`config.mk`:
```
export PLATFORM = sky130hd
export DESIGN_NAME = clock_period_meter
export DESIGN_NICKNAME = d
export VERILOG_FILES = /design/src/rtl/clock_period_meter_pkg.sv /design/src/rtl/clock_period_meter_sync_edge_detect.sv /design/src/rtl/clock_period_meter.sv
export SDC_FILE = /design/constraint.sdc
export NUM_CORES = 1
export LEC_CHECK = 0
export BUFFER_PORTS_ARGS = -buffer_cell sky130_fd_sc_hd__buf_4
export CORE_MARGIN = 1.5
export CORE_UTILIZATION = 45
export DETAILED_ROUTE_END_ITERATION = 10
export SKIP_LAST_GASP = 1
export SLEW_MARGIN = 0
export SYNTH_ARGS = -nofsm -noshare
export SYNTH_HDL_FRONTEND = slang
export SYNTH_SLANG_ARGS = --single-unit
```
`constraint.sdc`:
```
create_clock -name i_clk -period 2.5 [get_ports i_clk]
set_input_delay 0 -clock i_clk [delete_from_list [all_inputs] [get_ports i_clk]]
set_output_delay 0 -clock i_clk [all_outputs]
set_load 0.03 [all_outputs]
```
`src/rtl/clock_period_meter_pkg.sv`:
```
`default_nettype none
// +----------------------------------------------------------------------------+
// | Module   : clock_period_meter_pkg                                          |
// | Purpose  : Shared definitions for the period meter: FSM state encoding     |
// |            and default parameter values for counter width and sync depth.  |
// | Ports    : none (package)                                                  |
// | Revision : 1.0 - initial release                                           |
// +----------------------------------------------------------------------------+
package clock_period_meter_pkg;

  localparam int DEF_CNT_W       = 16;
  localparam int DEF_SYNC_STAGES = 2;

  typedef enum logic [0:0] {
    ST_IDLE    = 1'b0,
    ST_MEASURE = 1'b1
  } meter_state_t;

endpackage : clock_period_meter_pkg
`default_nettype wire

```
`src/rtl/clock_period_meter_sync_edge_detect.sv`:
```
`default_nettype none
// +----------------------------------------------------------------------------+
// | Module   : sync_edge_detect                                                |
// | Purpose  : Multi-flop synchronizer for an asynchronous input followed by   |
// |            a history flop; produces a single-cycle rising-edge pulse.      |
// | Ports    : i_clk   - sampling clock                                        |
// |            i_rst   - asynchronous active-high reset                        |
// |            i_async - asynchronous input                                    |
// |            o_rise  - one-cycle pulse on a synchronized 0->1 transition     |
// | Revision : 1.0 - initial release                                           |
// +----------------------------------------------------------------------------+
module sync_edge_detect #(
  parameter int SYNC_STAGES = 2
) (
  input  logic i_clk,
  input  logic i_rst,
  input  logic i_async,
  output logic o_rise
);

  logic [SYNC_STAGES-1:0] r_sync;
  logic                   r_prev;
  logic                   w_level;

  // r_sync[0] is the metastability-catching flop; the last stage is the
  // first one safe to use as a level.
  always_ff @(posedge i_clk or posedge i_rst) begin
    if (i_rst) begin
      r_sync <= '0;
      r_prev <= 1'b0;
    end else begin
      r_sync <= {r_sync[SYNC_STAGES-2:0], i_async};
      r_prev <= w_level;
    end
  end

  assign w_level = r_sync[SYNC_STAGES-1];
  assign o_rise  = w_level & ~r_prev;

endmodule : sync_edge_detect
`default_nettype wire

```
`src/rtl/clock_period_meter.sv`:
```
`default_nettype none
// +----------------------------------------------------------------------------+
// | Module   : clock_period_meter                                              |
// | Purpose  : Measures the rising-edge-to-rising-edge period of a slow        |
// |            asynchronous square wave in i_clk cycles and presents each      |
// |            result on a valid/ready output with drop indication.            |
// | Ports    : i_clk      - sole clock                                         |
// |            i_rst      - asynchronous active-high reset                     |
// |            i_sig      - asynchronous signal under measurement              |
// |            i_enable   - 1 measure, 0 abort and ignore edges                |
// |            o_period   - last captured period (saturating)                  |
// |            o_overflow - captured period saturated                          |
// |            o_valid    - unconsumed result held                             |
// |            i_ready    - consumer accept                                    |
// |            o_dropped  - one-cycle pulse when a result was discarded        |
// | Revision : 1.0 - initial release                                           |
// +----------------------------------------------------------------------------+
module clock_period_meter
  import clock_period_meter_pkg::*;
#(
  parameter int CNT_W       = DEF_CNT_W,
  parameter int SYNC_STAGES = DEF_SYNC_STAGES
) (
  input  logic             i_clk,
  input  logic             i_rst,
  input  logic             i_sig,
  input  logic             i_enable,
  output logic [CNT_W-1:0] o_period,
  output logic             o_overflow,
  output logic             o_valid,
  input  logic             i_ready,
  output logic             o_dropped
);

  localparam logic [CNT_W-1:0] c_cnt_max = '1;
  localparam logic [CNT_W-1:0] c_cnt_one = {{(CNT_W-1){1'b0}}, 1'b1};

  meter_state_t     r_state;
  logic [CNT_W-1:0] r_cnt;
  logic [CNT_W-1:0] r_period;
  logic             r_overflow;
  logic             r_valid;
  logic             r_dropped;
  logic             w_rise;

  sync_edge_detect #(
    .SYNC_STAGES (SYNC_STAGES)
  ) u_sync_edge_detect (
    .i_clk   (i_clk),
    .i_rst   (i_rst),
    .i_async (i_sig),
    .o_rise  (w_rise)
  );

  always_ff @(posedge i_clk or posedge i_rst) begin
    if (i_rst) begin
      r_state    <= ST_IDLE;
      r_cnt      <= '0;
      r_period   <= '0;
      r_overflow <= 1'b0;
      r_valid    <= 1'b0;
      r_dropped  <= 1'b0;
    end else begin
      r_dropped <= 1'b0;

      // Accept frees the output register; a capture later in this block
      // may immediately refill it, giving back-to-back results with no gap.
      if (r_valid && i_ready) begin
        r_valid <= 1'b0;
      end

      if (!i_enable) begin
        // Disable wins over an edge in the same cycle; held result untouched.
        r_state <= ST_IDLE;
        r_cnt   <= '0;
      end else begin
        case (r_state)
          ST_IDLE: begin
            // First edge only arms the counter; there is no reference edge yet.
            if (w_rise) begin
              r_cnt   <= c_cnt_one;
              r_state <= ST_MEASURE;
            end else begin
              r_cnt <= '0;
            end
          end

          ST_MEASURE: begin
            if (w_rise) begin
              r_cnt <= c_cnt_one;
              if (!r_valid || i_ready) begin
                r_period   <= r_cnt;
                r_overflow <= (r_cnt == c_cnt_max);
                r_valid    <= 1'b1;
              end else begin
                r_dropped <= 1'b1;
              end
            end else if (r_cnt != c_cnt_max) begin
              r_cnt <= r_cnt + c_cnt_one;
            end
          end

          default: begin
            r_state <= ST_IDLE;
            r_cnt   <= '0;
          end
        endcase
      end
    end
  end

  assign o_period   = r_period;
  assign o_overflow = r_overflow;
  assign o_valid    = r_valid;
  assign o_dropped  = r_dropped;

endmodule : clock_period_meter
`default_nettype wire

```
Word level (Yosys, flattened, before mapping)
Index checks and enable logic that the tools add are counted.
{ "word_totals": {"register_bits": 39, "in_bits": 5, "out_inout_bits": 19, "word_cells": 36} }
{ "classes": {"addsub": 1, "n_eq_ne": 3, "n_mux": 17, "bitwise": 3, "reduce_logical": 4} }
{ "ops": {"columns": ["operator", "n"], "rows": [
  ["$mux W16", 3],
  ["$pmux W16 S2", 1],
  ["$add A16 B1 Y16 const B", 1],
  ["$eq A16 B16 Y1 const B", 1],
  ["$ne A16 B16 Y1 const B", 1],
  ["$mux W1", 13],
  ["$ne A4 B2 Y1 const B", 1],
  ["$reduce_and A4 Y1", 1],
  ["$not A1 Y1", 2],
  ["$and A1 B1 Y1", 1],
  ["$logic_and A1 B1 Y1", 1],
  ["$logic_not A1 Y1", 1],
  ["$logic_or A1 B1 Y1", 1]
]} }

Depth between registers and ports, before layout
{ "logic_depth": {"ltp_word": 6, "ltp_mapped": 6, "mapped_depth_nobuf": 5} }

Hierarchy
A second synthesis with hierarchy kept.
{ "unflattened": {"hier_cells": 144, "hier_area_um2": 1762.9} }
{ "modules_own_cells": {"columns": ["mod", "n_inst", "cells_per_inst", "area_per_inst_um2", "seq_area_each_um2"], "rows": [
  ["clock_period_meter", 1, 139, 1670.4, 900.9],
  ["sync_edge_detect", 1, 5, 92.6, 75.1]
]} }

Least setup slack after synthesis
Ideal clock, no wire load.
{ "synth_timing": {"path_type": "register to register", "from": "register r_cnt[0]", "to": "register r_cnt[1]", "setup_ps": 132, "arrival_ps": 1573, "required_time_ps": 2368, "setup_slack_ps": 795, "path_stages_with_launch": 7, "path_buffers": 1, "period_less_slack_ps": 1705, "path_cell_list": "dfrtp_1 -> ha_1 -> nand4_2 -> nor4_4 -> buf_6 -> mux2i_1 -> nor2_1"} }
{ "synth_via": {"elab_chain_cells": 5, "elab_cells_between_ends": 7, "cone_classes": "add/sub: 1; eq/ne: 2; mux: 4"} }
{ "synth_lines": {"columns": ["item", "line", "rtl"], "rows": [
  ["from (decl)", "clock_period_meter.sv:39", "logic [CNT_W-1:0] r_cnt;"],
  ["from (signal assigned)", "clock_period_meter.sv:81", "r_cnt <= c_cnt_one;"],
  ["from (signal assigned)", "clock_period_meter.sv:90", "r_cnt <= c_cnt_one;"],
  ["from (signal assigned)", "clock_period_meter.sv:99", "r_cnt <= r_cnt + c_cnt_one;"],
  ["$add A16 B1 Y16", "clock_period_meter.sv:99", null],
  ["$mux W16", "clock_period_meter.sv:98", "end else if (r_cnt != c_cnt_max) begin"],
  ["$mux W16", "clock_period_meter.sv:89", "if (w_rise) begin"],
  ["$pmux W16 S2", "clock_period_meter.sv:77", "case (r_state)"],
  ["$mux W16", "clock_period_meter.sv:72", "if (!i_enable) begin"]
]} }
Several ways; a longest one is shown, not always the timed one. The select of a mux whose other input is x is not followed.
A chain may end at the register's enable or synchronous reset.

Worst setup path after layout
Same ends and word-level chain as after synthesis.

==> impl_results.md <==
- Status: complete, no violations
- Syn Area/Cell: approximately 12 um^2
- Slew Limit Fails: 0
- Total power: 1.15 mW
- Most common cell after layout, fill and taps aside: dfrtp_1
- WS Path Type: flip-flop to flip-flop
- TritonRoute pass-1 iters: 4
- CTS Buf Count: 5
- Syn Nets: between 100 and 150
- Clock Tree Buf Depth: 2
- Setup violators final: 0
- Period utilisation layout: 0.832
- Core Region: 3690 um^2
- Most frequent cells in the layout: dfrtp_1 (39), buf_4 (26), mux2_2 (17)
- Vias in the first global route: 1218
- Critical path required time: 2.67 ns
- Final #Nets: 181
- Routability Congestion: 0.788
- Reg-to-Reg End: r_cnt[1]
- Largest net degree at the start of global routing: 40
- Mapped Area: 1730 um^2
- Share of layout cells above drive strength 1: 0.335
- Clock skew: 0.00465 ns
- Max Freq: 0.481 GHz
- Worst Hold Class: flip-flop to flip-flop
- CP peak stage delay: 0.72 ns
- Final Hold Viols: 0
- P&R area growth vs syn: 21.4%
- Slew @ Worst Pin: 0.731 ns
- GRT Util Overall: 0.172
- CP Launch Type: flip-flop
- Critical path arrival: roughly 2.2 ns
- VDD IR max: 0.000397 V
- Area contributors post-synth: dfrtp_1 (56%), mux2_2 (11%), nand4_1 (2.2%)
- Max FO, Critical Path: 16
- Die Span X: 65.0 um
- Top cell type's share of synthesized area: 0.564
- Max Cap Viol: 0
- Ys flop type: dfrtp_1
- Die Span Y: 65.0 um
- Dpl hpwl: around 2200 um
- # rows: 22
- Post-synthesis sequential area ratio: 0.564
- Ys async rst share: 1.00
- Syn. warnings: 0
- R2r setup slk: 0.42 ns
- Global-route wire length before repair: around 5500 um
- Root buffer cell: clkbuf_8
- DR DRC count: 0
- Remaining Overflow, GRT: 0
- Rel. slew slack: 0.509
- Clock-pin transition on the worst setup and hold timing paths: 0.07 ns
- Initial antenna violation count: 0
- Io pins: 24
- Clock latency on the worst-skew pair: 0.29 ns
- Hold Crit Depth: 0
- RSZ-0062 raised after global routing: no
- Initial drt markers: 67
- Gate Count Post-Synth: roughly 140
- Die ar.: roughly 4200 um^2
- Final antenna-violating net count: 0
- # diodes: 0
- CTS tree: yes
- Period minus WS final: about 2.1 ns
- Most area-hungry cell type in the Yosys netlist: dfrtp_1
- CP endpoint kind: flip-flop
- P_leak: slightly below 1 nW
- Count of buffers from port buffering: 23
- Worst Setup SP: r_cnt[0]
- Initial core utilization: 0.469
- Worst Reg-to-Reg Cells: 5
- Pwr/cell area: 550 nW/um^2
- Synth unique cells: 42
- Via density: 5.47
- CTS HTree Levels: 2
- Clock sinks: 39
- Final WL: between 3000 and 4000 um
- FF+latch count, synth: 39
- Via count: 1225
- Slowest cell on crit path: nor4_4
- Worst setup path endpoint: r_cnt[1]
- EDFF count, synth: 0
- Post-route setup TNS: 0 ns
- R2r startpoint: r_cnt[0]
- Worst-path cell chain: ha_1 > nand4_2 > nor4_4 > mux2i_1 > nor2_1
- Routed len/inst: 14.0 um
[critical path: cells and delay by family, from the launching register on]
family                     cells  cell delay, ns
adders and majority gates      1            0.28
DFF                            1            0.42
muxes                          1            0.26
and+or+nand+nor                3            1.00
[worst min path at each step]
stage | start | to | slack, ns
5_1_grt | i_sig | u_sync_edge_detect.r_sync[0] | 0.34
6_report | u_sync_edge_detect.r_sync[0] | u_sync_edge_detect.r_sync[1] | 0.36
3_5_place_dp | i_sig | u_sync_edge_detect.r_sync[0] | 0.11
2_1_floorplan | i_sig | u_sync_edge_detect.r_sync[0] | 0.03
4_1_cts | i_sig | u_sync_edge_detect.r_sync[0] | 0.35
3_3_place_gp | i_sig | u_sync_edge_detect.r_sync[0] | 0.11
[cells in the mapped netlist (4+ instances only)]
cell and n:
o21ai_0 5, or3_1 4, inv_1 4, nand4_1 6, mux2_2 17, nand2_1 7
nand3_1 6, dfrtp_1 39, a21oi_1 5, nor2_1 7
[power by group]
part	switching (mW)	internal, mW
clock network	0.202	0.252
logic	0.0328	0.0233
registers	0.00619	0.639
total	0.241	0.914
[area by class of cell]
type | count | area (um^2)
fill | 327 | 1590
clock buffer | 8 | 100
multi-input combinational | 95 | 713
tap | 48 | 60.1
sequential | 39 | 976
timing repair buffer | 30 | 235
inverter | 4 | 15.0
[state kept, by name (all words and copies together), names as in the netlist]
register                   cells
u_sync_edge_detect.r_sync      2
r_state                        1
u_sync_edge_detect.r_prev      1
r_cnt                         16
o_period                      16
o_dropped                      1
o_overflow                     1
o_valid                        1
[metrics by stage]
step | cells | setup WS, ns | utilization | hold WS (ns) | area [um^2]
after floorplan | 142 | 0.795 | - | 0.0314 | 1730
after global placement | 212 | 0.542 | 0.531 | 0.111 | 1960
after detailed placement | 212 | 0.418 | 0.531 | 0.111 | 1960
after CTS | 224 | 0.422 | 0.569 | 0.352 | 2100
after global routing | 224 | 0.264 | 0.569 | 0.344 | 2100
final | 224 | 0.421 | 0.569 | 0.362 | 2100
[cell families (layout without fill, tap and decap cells)]
family / Yosys count / in the layout / share of synthesized area
XOR/XNOR: 2 / 2 / 0.0101
multiplexers: 19 / 19 / 0.122
flip-flops: 39 / 39 / 0.564
adder cells (fa/ha/maj): 1 / 1 / 0.00723
AO/OA/AOI/OAI: 23 / 23 / 0.0926
AND/OR/NAND/NOR: 50 / 50 / 0.180
buffers and inverters: 8 / 42 / 0.0231
[layer usage]
layer / vias up / global-route usage / routed length [um]
met4: 0 / 0.0559 / 28
li1: 594 / - / -
met2: 22 / 0.280 / 1500
met5: - / 0 / 0
met1: 605 / 0.212 / 1480
met3: 4 / 0.0625 / 129
[what timing repair did]
action / CTS / global route
gates resized for setup: 0 / 0
hold endpoints to repair: 43 / 0
setup buffers: 0 / 0
hold buffers: 4 / 0
(Power assumes the default switching activity.)
